`config.mk`:
```
export PLATFORM = sky130hd
export DESIGN_NAME = graytobin_seq
export DESIGN_NICKNAME = d
export VERILOG_FILES = /design/src/rtl/graytobin_pkg.sv /design/src/rtl/gray_step_chk.sv /design/src/rtl/graytobin_seq.sv
export SDC_FILE = /design/constraint.sdc
export NUM_CORES = 1
export LEC_CHECK = 0
export ABC_AREA = 1
export CAP_MARGIN = 10
export CORE_MARGIN = 10
export CORE_UTILIZATION = 45
export DETAILED_ROUTE_END_ITERATION = 8
export DONT_BUFFER_PORTS = 1
export GPL_TIMING_DRIVEN = 0
export PLACE_DENSITY_LB_ADDON = 0.1
export SYNTH_ARGS = -nofsm -noshare
export SYNTH_HDL_FRONTEND = slang
export SYNTH_SLANG_ARGS = --single-unit
```
`constraint.sdc`:
```
create_clock -name clk -period 1.43 [get_ports clk]
set_clock_uncertainty 0.2 [all_clocks]
set_input_delay 0.0715 -clock clk [delete_from_list [all_inputs] [get_ports clk]]
set_output_delay 0.0715 -clock clk [all_outputs]
set_load 0.02 [all_outputs]
```
`src/rtl/graytobin_pkg.sv`:
```
// Shared types and helpers for the bit-serial Gray-to-binary decoder.
// Holds the FSM state type, an index-width helper and a reference decode.
package graytobin_pkg;

    localparam int MAX_WIDTH = 16;

    typedef enum logic [1:0] {
        IDLE = 2'd0,
        CONV = 2'd1,
        HOLD = 2'd2
    } state_t;

    // Never returns 0 so a WIDTH=1 build still has a legal 1-bit index.
    function automatic int clog2(input int n);
        int r;
        r = 0;
        while ((1 << r) < n) r++;
        return (r < 1) ? 1 : r;
    endfunction

    function automatic logic [MAX_WIDTH-1:0] gray_to_bin(input logic [MAX_WIDTH-1:0] g);
        logic [MAX_WIDTH-1:0] b;
        b[MAX_WIDTH-1] = g[MAX_WIDTH-1];
        for (int i = MAX_WIDTH - 2; i >= 0; i--) begin
            b[i] = b[i+1] ^ g[i];
        end
        return b;
    endfunction

endpackage

```
`src/rtl/gray_step_chk.sv`:
```
// Flags whether two Gray words differ in exactly one bit position.
// Purely combinational; no latency, no flow control.
module gray_step_chk #(
    parameter int WIDTH = 4
) (
    input  logic [WIDTH-1:0] a,
    input  logic [WIDTH-1:0] b,
    output logic             one_step
);

    logic [WIDTH-1:0] diff;

    assign diff = a ^ b;
    // x & (x-1) clears the lowest set bit, so zero means at most one bit was set.
    assign one_step = (diff != '0) && ((diff & (diff - WIDTH'(1))) == '0);

endmodule

```
`src/rtl/graytobin_seq.sv`:
```
// Bit-serial Gray-to-binary decoder with a one-bit-step integrity flag.
// Result valid WIDTH-1 cycles after accept; holds in HOLD until out_ready, no input taken meanwhile.
module graytobin_seq
    import graytobin_pkg::*;
#(
    parameter int WIDTH      = 4,
    parameter bit CHECK_STEP = 1'b1
) (
    input  logic             clk,
    input  logic             rst_n,
    input  logic             in_valid,
    output logic             in_ready,
    input  logic [WIDTH-1:0] gray,
    output logic             out_valid,
    input  logic             out_ready,
    output logic [WIDTH-1:0] bin,
    output logic             step_err,
    output logic             busy
);

    localparam int            IW        = clog2(WIDTH);
    localparam logic [IW-1:0] IDX_START = IW'((WIDTH >= 2) ? (WIDTH - 2) : 0);

    state_t           state;
    state_t           state_nxt;
    logic [WIDTH-1:0] g_r;
    logic [WIDTH-1:0] bin_r;
    logic [WIDTH-1:0] bin_nxt;
    logic [WIDTH:0]   bin_ext;
    logic [WIDTH-1:0] prev_gray;
    logic [IW-1:0]    idx;
    logic             prev_vld;
    logic             step_err_r;
    logic             accept;
    logic             one_step;

    gray_step_chk #(.WIDTH(WIDTH)) u_step_chk (
        .a        (gray),
        .b        (prev_gray),
        .one_step (one_step)
    );

    assign in_ready  = rst_n && (state == IDLE);
    assign accept    = in_valid && in_ready;
    assign out_valid = (state == HOLD);
    assign busy      = (state != IDLE);
    assign bin       = bin_r;
    assign step_err  = step_err_r;

    always_comb begin
        state_nxt = state;
        case (state)
            IDLE: if (accept) state_nxt = (WIDTH == 1) ? HOLD : CONV;
            CONV: if (idx == '0) state_nxt = HOLD;
            HOLD: if (out_ready) state_nxt = IDLE;
            default: state_nxt = IDLE;
        endcase
    end

    // Resolve the bit at idx from the already-resolved bit above it.
    assign bin_ext = {1'b0, bin_r};
    always_comb begin
        bin_nxt = bin_r;
        for (int i = 0; i < WIDTH; i++) begin
            if (i == int'(idx)) bin_nxt[i] = bin_ext[i+1] ^ g_r[i];
        end
    end

    always_ff @(posedge clk) begin
        if (!rst_n) begin
            state      <= IDLE;
            g_r        <= '0;
            bin_r      <= '0;
            idx        <= '0;
            step_err_r <= 1'b0;
            prev_gray  <= '0;
            prev_vld   <= 1'b0;
        end else begin
            state <= state_nxt;
            if (accept) begin
                g_r        <= gray;
                bin_r      <= gray & (WIDTH'(1) << (WIDTH - 1));
                idx        <= IDX_START;
                step_err_r <= CHECK_STEP && prev_vld && !one_step;
                prev_gray  <= gray;
                prev_vld   <= 1'b1;
            end else if (state == CONV) begin
                bin_r <= bin_nxt;
                if (idx != '0) idx <= idx - IW'(1);
            end
        end
    end

endmodule

```
== Word-level counts from Yosys, hierarchy flattened ==
Cells that the tools add are included.

* $add $sub $neg: 2
* Eq/ne operators: 8
* Muxes and demuxes: 13
* Bitwise gates (word level): 6
* Reductions and logical operators: 23

{| class="wikitable"
|+ Operators with widths
! cell !! number
|-
| 2-bit 2-to-1 mux || 6
|-
| 2-bit AND reduction || 6
|-
| 2-bit nonzero test || 5
|-
| 4-bit 2-to-1 mux || 2
|-
| 2-bit zero test || 3
|-
| 2-bit one-hot mux with 3 select lines || 1
|-
| 4-bit bitwise AND || 1
|-
| 2-bit equality test, first input constant || 2
|-
| 1-bit logical AND || 4
|-
| 4-bit zero test || 1
|-
| 1-bit 2-to-1 mux || 4
|-
| 2-bit inequality test, second input constant || 2
|-
| 4-bit nonzero test || 1
|-
| 4-bit by 1-bit subtractor with 4-bit output, second input constant || 1
|-
| 4-bit XOR || 1
|-
| 3-bit AND reduction || 1
|-
| 1-bit XOR || 3
|-
| 1-bit by 2-bit equality test with 1-bit output, first input constant || 1
|-
| 2-bit by 1-bit equality test with 1-bit output, second input constant || 1
|-
| 2-bit equality test, second input constant || 1
|-
| 2-bit by 1-bit inequality test with 1-bit output, second input constant || 1
|-
| 2-bit OR reduction || 1
|-
| 2-bit by 1-bit subtractor with 2-bit output, second input constant || 1
|-
| 1-bit zero test || 1
|-
| 1-bit NOT || 1
|}

* Register bits after elaboration: 14
* Input port bits: 8
* Output and inout port bits: 8
* Logic and storage cells: 62

== Depth between registers and ports, before layout ==
Gate-level depths: netlist of run 1.

* Depth after elaboration: 7
* Gate-level depth with buffers: 9
* Depth with buffers taken out: 9

== Modules after synthesis ==
A second synthesis of run 1 with hierarchy kept.

* Cell total of the unflattened synthesis: 126
* Area, all modules: 775.7 um^2

{| class="wikitable"
|+ Modules (own cells, without submodules)
! module !! instances !! cells each !! area an instance (um^2) !! seq. area each (um^2)
|-
| graytobin_seq || 1 || 89 || 626.9 || 280.3
|-
| gray_step_chk || 1 || 37 || 148.9 || 0.0
|}

== Worst setup path after synthesis of run 1 ==
Ideal clock, no wire load.

* Kind: reg-to-reg
* Start: reg state[0]
* End: reg prev_gray[3]
* Setup time: 74 ps
* Arrival: 982 ps
* Data required time: 1,156 ps
* Path slack: 173 ps
* Cell stages (with the launch flop): 6
* Buffers on the path: 0
* Clock period less this slack: 1,257 ps
* Path through: dfxtp_1 > nor2_2 > inv_1 > nor2_4 > nand3_1 > o21ai_0

* Cells in the longest elaborated chain, start to end: 3

{| class="wikitable"
|+ RTL lines
! what !! RTL line !! text
|-
| start: declaration || graytobin_seq.sv:24 || <nowiki>state_t state;</nowiki>
|-
| start signal: assignment || graytobin_seq.sv:79 || <nowiki>state <= state_nxt;</nowiki>
|-
| 2-bit zero test || graytobin_seq.sv:43 || <nowiki>assign in_ready = rst_n && (state == IDLE);</nowiki>
|-
| 1-bit logical AND || graytobin_seq.sv:43 ||
|-
| via in_ready || graytobin_seq.sv:12 || <nowiki>output logic in_ready,</nowiki>
|-
| 1-bit logical AND || graytobin_seq.sv:44 || <nowiki>assign accept = in_valid && in_ready;</nowiki>
|-
| end signal: assignment || graytobin_seq.sv:85 || <nowiki>prev_gray <= gray;</nowiki>
|-
| end: declaration || graytobin_seq.sv:30 || <nowiki>logic [WIDTH-1:0] prev_gray;</nowiki>
|}

The timed path passes the listed nets, and every way through them passes these cells.
A chain may end at the register's enable or synchronous reset.

== Final worst setup path of run 1 ==
* Start: reg state[0]
* End: out in_ready

* Cells in the longest elaborated chain, start to end: 2

{| class="wikitable"
|+ RTL lines
! what !! RTL line
|-
| 2-bit zero test || graytobin_seq.sv:43
|-
| 1-bit logical AND || graytobin_seq.sv:43
|-
| end: declaration || graytobin_seq.sv:12
|}

Every way passes these cells.

==> results of run 1 <==
==> cells by family (layout without fill, tap and decap cells) <==
| group | count (synthesis) | count (layout) | share of synthesized area |
|---|---|---|---|
| XOR/XNOR | 2 | 2 | 0.0235 |
| flip-flops | 14 | 14 | 0.375 |
| AND/OR/NAND/NOR | 64 | 64 | 0.394 |
| AO/OA/AOI/OAI | 14 | 14 | 0.102 |
| buffers and inverters | 21 | 32 | 0.106 |
==> layout by cell type, fill, tap and decap left out, drive strengths merged <==
cell / instances
a211oi: 1
a21oi: 5
clkbuf: 4
dfxtp: 14
dlygate4sd3: 6
dlymetal6s4s: 1
inv: 21
nand2: 45
nand3: 5
nand4: 3
nor2: 10
nor3: 1
o21ai: 5
o22ai: 3
xor2: 2
==> sequential cells by signal, summed over array words and instances (netlist names) <==
register	cells
bin	4
prev_vld	1
step_err	1
state	2
idx	2
prev_gray	4
==> final timing paths <==
check,start,to,slack [ps],depth (start not counted)
worst max-delay path,state[0],in_ready,30,3
worst min-delay path,gray[3],step_err,8,8
worst max register to register,state[0],bin[3],90,6
worst min register to register,prev_vld,prev_vld,280,2
==> stage by stage <==
stage          TNS (ps)   util  cells  hold WS, ps  power [mW]
3_3_place_gp          0  0.498    131         3.59       0.577
6_report              0  0.571    142         8.07       0.880
4_1_cts               0  0.567    142         3.94       0.890
3_5_place_dp          0  0.498    131         25.0       0.581
2_1_floorplan         0      -    115        -4.10       0.554
5_1_grt           -80.5  0.571    142          116       0.940
==> metal layers <==
| metal | GRT usage | wire (µm) | share of wire | up-vias |
|---|---|---|---|---|
| met4 | 0.00940 | 10 | 0.0062 | 0 |
| met2 | 0.146 | 693 | 0.43 | 19 |
| li1 | - | - | - | 378 |
| met1 | 0.128 | 751 | 0.46 | 284 |
| met3 | 0.0522 | 168 | 0.10 | 2 |
| met5 | 0 | 0 | 0 | - |
==> worst max-delay path, cell delays in order, from the launching register on <==
cell and delay, ps:
dfxtp_1 350, nor2_2 170, inv_2 120, nor2_4 200
==> area by class of cell <==
class	instances	area, µm²
tap	16	20.0
fill	160	661
timing repair buffer	7	72.6
inverter	21	78.8
clock buffer	4	36.3
sequential	14	280
multi-input combinational	80	393
==> timing repair <==
action | 4_1_cts | 5_1_grt
resized for setup | 1 | 2
gates cloned | 0 | 0
endpoints found under the hold margin | 14 | 0
pin swaps | 1 | 0
setup buffers | 0 | 0
hold buffers | 7 | 0
endpoints found under the setup margin | 1 | 6
==> power breakdown <==
group	switching [mW]	internal, mW
registers	0.0268	0.413
clock network	0.131	0.155
logic	0.0969	0.0577
total	0.255	0.625
==> out/qor.csv, run 1 <==
stage,metric,value,unit
placement,placed_area,767,µm²
layout,final_area,881,µm²
floorplanning,core,1540,µm²
route,dr.pass1.iters,4,
run_status,outcome,finished clean,
worst_setup_path,required,1160,ps
timing,worst_slew_pin_slew,443,ps
layout,area_growth,17.9,%
floorplanning,dieArea,3690,µm²
grt,grt_pass1_wl,2.88,mm
grt,grtUsageTotal,0.0985,
logic_synthesis,yosys-top-cells-count,"nand2_1, inv_1, dfxtp_1",
layout,fin_nets,135,
timing,maxSlewHeadroom,0.704,
clocking,htreeDepth,1,
route,wl,1.62,mm
logic_synthesis,synth_fp_nets,123,
timing,timing.fmax,716,MHz
logic_synthesis,synth_top_area_frac,0.375,
power_and_ir_drop,power.leakage,0.471,nW
floorplanning,ios,16,
worst_setup_path,worst_setup_path_start_kind,flop,
clocking,clk_path_buf_depth,2,
grt,grt_max_degree,10,
logic_synthesis,synth.distinct_cells,19,
worst_setup_path,critPathArrivalTime,1120,ps
clocking,clk_latency,280,ps
floorplanning,die_x,60.7,µm
floorplanning,initial_utilization,0.485,
route,drt_iter0_drc,11,
timing,fin_crit_sh,0.976,
hold_path,hp-class,primary input to flop,
logic_synthesis,ys_warn_count,0,
logic_synthesis,synth_ff_type,dfxtp_1,
route,wl_per_cell,11.4,µm
grt,overflow,0,
clocking,cts.sinks,14,
floorplanning,core.rowCount,14,
timing,slew_viol_final,0,
floorplanning,dieHeight,60.7,µm
timing,setup_ws,34.0,ps
layout,drive_gt1_frac,0.103,
route,num_vias,683,
placement,portBuffers,0,
run,maxCapViolCount,0,
clocking,cts_tree,built,
worst_setup_path,worstSetupEndpointType,output port,
logic_synthesis,synth-seq-cells,14,
clocking,cts_buffers,3,
placement,gp_congestion,0.732,
route,route.detailed.drc,0,
logic_synthesis,async_flop_share,0,
power_and_ir_drop,ir_drop,914,µV
logic_synthesis,synth-seq-area-share,0.375,
timing,rsz0062_at_grt,true,
placement,pre_cts_slack,64.3,ps
worst_setup_path,worstSetupPathType,flop to output port,
grt,grt_pass1_vias,676,
timing,fin_crit,1400,ps
power_and_ir_drop,pwr_density_cell,999,nW/µm²
logic_synthesis,synth_edf_count,0,
logic_synthesis,synth.most_common_cell,nand2_1,
timing,setup_viol,0,
placement,hpwl,1.27,mm
logic_synthesis,synth.avg_cell_area,6.50,µm²
logic_synthesis,synthCells,115,
timing,hold_viol_final,0,
route,vias_per_cell,4.81,
route,ant_nets,0,
worst_setup_path,cp_max_fo,3,
logic_synthesis,synth_area_leaders,"dfxtp_1, nand2_1, inv_1",
logic_synthesis,netlist_area,747,µm²
clocking,root_buffer,clkbuf_4,
grt,antenna_found_initial,0,
clocking,clk_pin_slew_worst_paths,90,ps
logic_synthesis,yosys.area.top_type,dfxtp_1,
layout,antenna_cells,0,
(Power assumes the default switching activity.)
==> inputs of run 2 (changes only) <==
- clock period: 1.43 -> 1.7 ns (I/O delays scaled with it)
==> run 2 against run 1 <==
Compared with the run above:
- global-route usage about the same
- utilization decreased by 0.49 points
- routed wire length decreased by 0.55%
- worst hold slack about the same
- via count decreased by 0.15%
- register-to-register slack improved by 250 ps
- critical path depth unchanged
- sequential share of layout area increased by 0.27 points
- final cell count unchanged
- largest power group unchanged
==> out/qor.csv, run 2 (synthesis gave the netlist of run 1 again) <==
stage,metric,value,unit
worst_setup_path,reg2reg_to,prev_gray[3],
clocking,root_buffer,clkbuf_4,
placement,gp_congestion,0.732,
layout,area_growth,16.9,%
clocking,clk_latency,280,ps
clocking,cts_hold_buf,7,
timing,fin_crit_sh,0.847,
hold_path,hp-start,gray[1],
power_and_ir_drop,seq_power_share,0.502,
worst_setup_path,ff2ff_setup_slack,340,ps
layout,layout_common_cells,"nand2_1, inv_1, dfxtp_1, nor2_1, dlygate4sd3_1",
floorplanning,dieHeight,60.7,µm
run_status,outcome,finished clean,
layout,final_area,873,µm²
route,num_vias,682,
clocking,cts.sinks,14,
clocking,postCtsSetupRepairBufs,0,
floorplanning,dieArea,3690,µm²
layout,drive_gt1_frac,0.0952,
grt,grt_pass1_wl,2.90,mm
worst_setup_path,cp_max_fo,3,
worst_setup_path,worst_setup_path_start_kind,flop,
worst_setup_path,critPathArrivalTime,1150,ps
layout,final_cells,142,
timing,rsz0062_at_grt,false,
placement,dp_cells,131,
worst_setup_path,r2r_start,state[0],
clocking,cts_buffers,3,
placement,placed_area,767,µm²
floorplanning,core.rowCount,14,
clocking,cts-resized-gates,0,
floorplanning,die_x,60.7,µm
placement,pre_cts_slack,334,ps
timing,worst_slew_pin_slew,443,ps
clocking,htreeDepth,1,
placement,portBuffers,0,
power_and_ir_drop,p_comb_frac,0.172,
route,ant_nets,0,
grt,overflow,0,
hold_path,whs_endpoint,step_err,
floorplanning,core,1540,µm²
power_and_ir_drop,internal_power,0.525,mW
placement,hpwl,1.27,mm
clocking,cts_tree,built,
timing,timing.fmax,695,MHz
worst_setup_path,required,1410,ps
timing,setup_viol,0,
route,dr.pass1.iters,4,
timing,maxSlewHeadroom,0.704,
route,drt_iter0_drc,12,
timing,hold_viol_final,0,
clocking,clk_path_buf_depth,2,
layout,fin_nets,135,
route,wl,1.61,mm
route,wl_per_cell,11.4,µm
hold_path,hold_depth,7,
layout,nFillCells,162,
hold_path,hp-class,primary input to flop,
grt,grtUsageTotal,0.0989,
power_and_ir_drop,ir_drop,785,µV
timing,slew_viol_final,0,
power_and_ir_drop,p_sw,0.211,mW
route,vias_per_cell,4.80,
timing,fin_crit,1440,ps
grt,grt_pass1_vias,678,
power_and_ir_drop,pwr_density_cell,843,nW/µm²
grt,grt_max_degree,10,
power_and_ir_drop,p_sw_frac,0.287,
run,maxCapViolCount,0,
worst_setup_path,worstSetupEndpointType,output port,
timing,final.setup.tns,0,ps
floorplanning,initial_utilization,0.485,
timing,setup_ws,261,ps
layout,antenna_cells,0,
floorplanning,ios,16,
worst_setup_path,reg2regPathDepth,5,
worst_setup_path,worstSetupPathType,flop to output port,
route,route.detailed.drc,0,
grt,antenna_found_initial,0,
power_and_ir_drop,power.leakage,0.462,nW
layout,mostFrequentLayoutCell,nand2_1,
power_and_ir_drop,power_frac_clock,0.326,
clocking,clk_pin_slew_worst_paths,90,ps
layout,final_util,0.567,
-- run 2: cell types whose count changed in the layout (fill, tap and decap cells not counted) --
cell / change
dlygate4sd3_1: +1
dlymetal6s4s_1: -1
inv_1: +1
inv_2: -1
nand2_2: +1
nand2_4: -1
-- run 2: power by group through the flow --
stage          logic [mW]  registers [mW]  clock network (mW)
6_report            0.126           0.370               0.240
3_3_place_gp        0.108           0.378                   0
4_1_cts             0.128           0.370               0.248
5_1_grt             0.147           0.373               0.267
2_1_floorplan      0.0926           0.373                   0
3_5_place_dp        0.111           0.378                   0
-- run 2: metrics by stage --
step | power (mW) | hold WS (ps)
final | 0.736 | 8.36
after detailed placement | 0.488 | 38.5
after global placement | 0.486 | 17.1
after CTS | 0.747 | 2.81
after global routing | 0.787 | 78.7
after floorplan | 0.466 | 9.40
-- run 2: worst max-delay path, cell delays in order (launching register included) --
cell and delay [ps]:
dfxtp_1 350, nor2_2 150, inv_1 170, nor2_4 200
-- run 2: area by class of cell --
cell class                      instances  area, µm²  area share
Sequential cell                        14        280       0.321
Tap cell                               16       20.0      0.0229
Clock buffer                            4       36.3      0.0415
Timing Repair Buffer                    7       70.1      0.0802
Multi-Input combinational cell         80        388       0.444
Inverter                               21       78.8      0.0903
-- run 2: worst max-delay path by stage --
stage | from | endpoint | slack [ps] | depth (start not counted)
final | state[0] | in_ready | 260 | 3
after global routing | state[0] | in_ready | 170 | 3
after CTS | state[0] | in_ready | 240 | 3
after detailed placement | state[0] | bin[3] | 330 | 6
after global placement | state[1] | bin[3] | 350 | 6
after floorplan | state[0] | prev_gray[3] | 440 | 5
-- run 2: layer usage --
layer	share of wire	up-vias	wire (µm)	GRT usage
li1	-	379	-	-
met1	0.46	284	744	0.129
met2	0.43	17	693	0.146
met3	0.10	2	165	0.0522
met4	0.0062	0	10	0.00940
met5	0	-	0	0
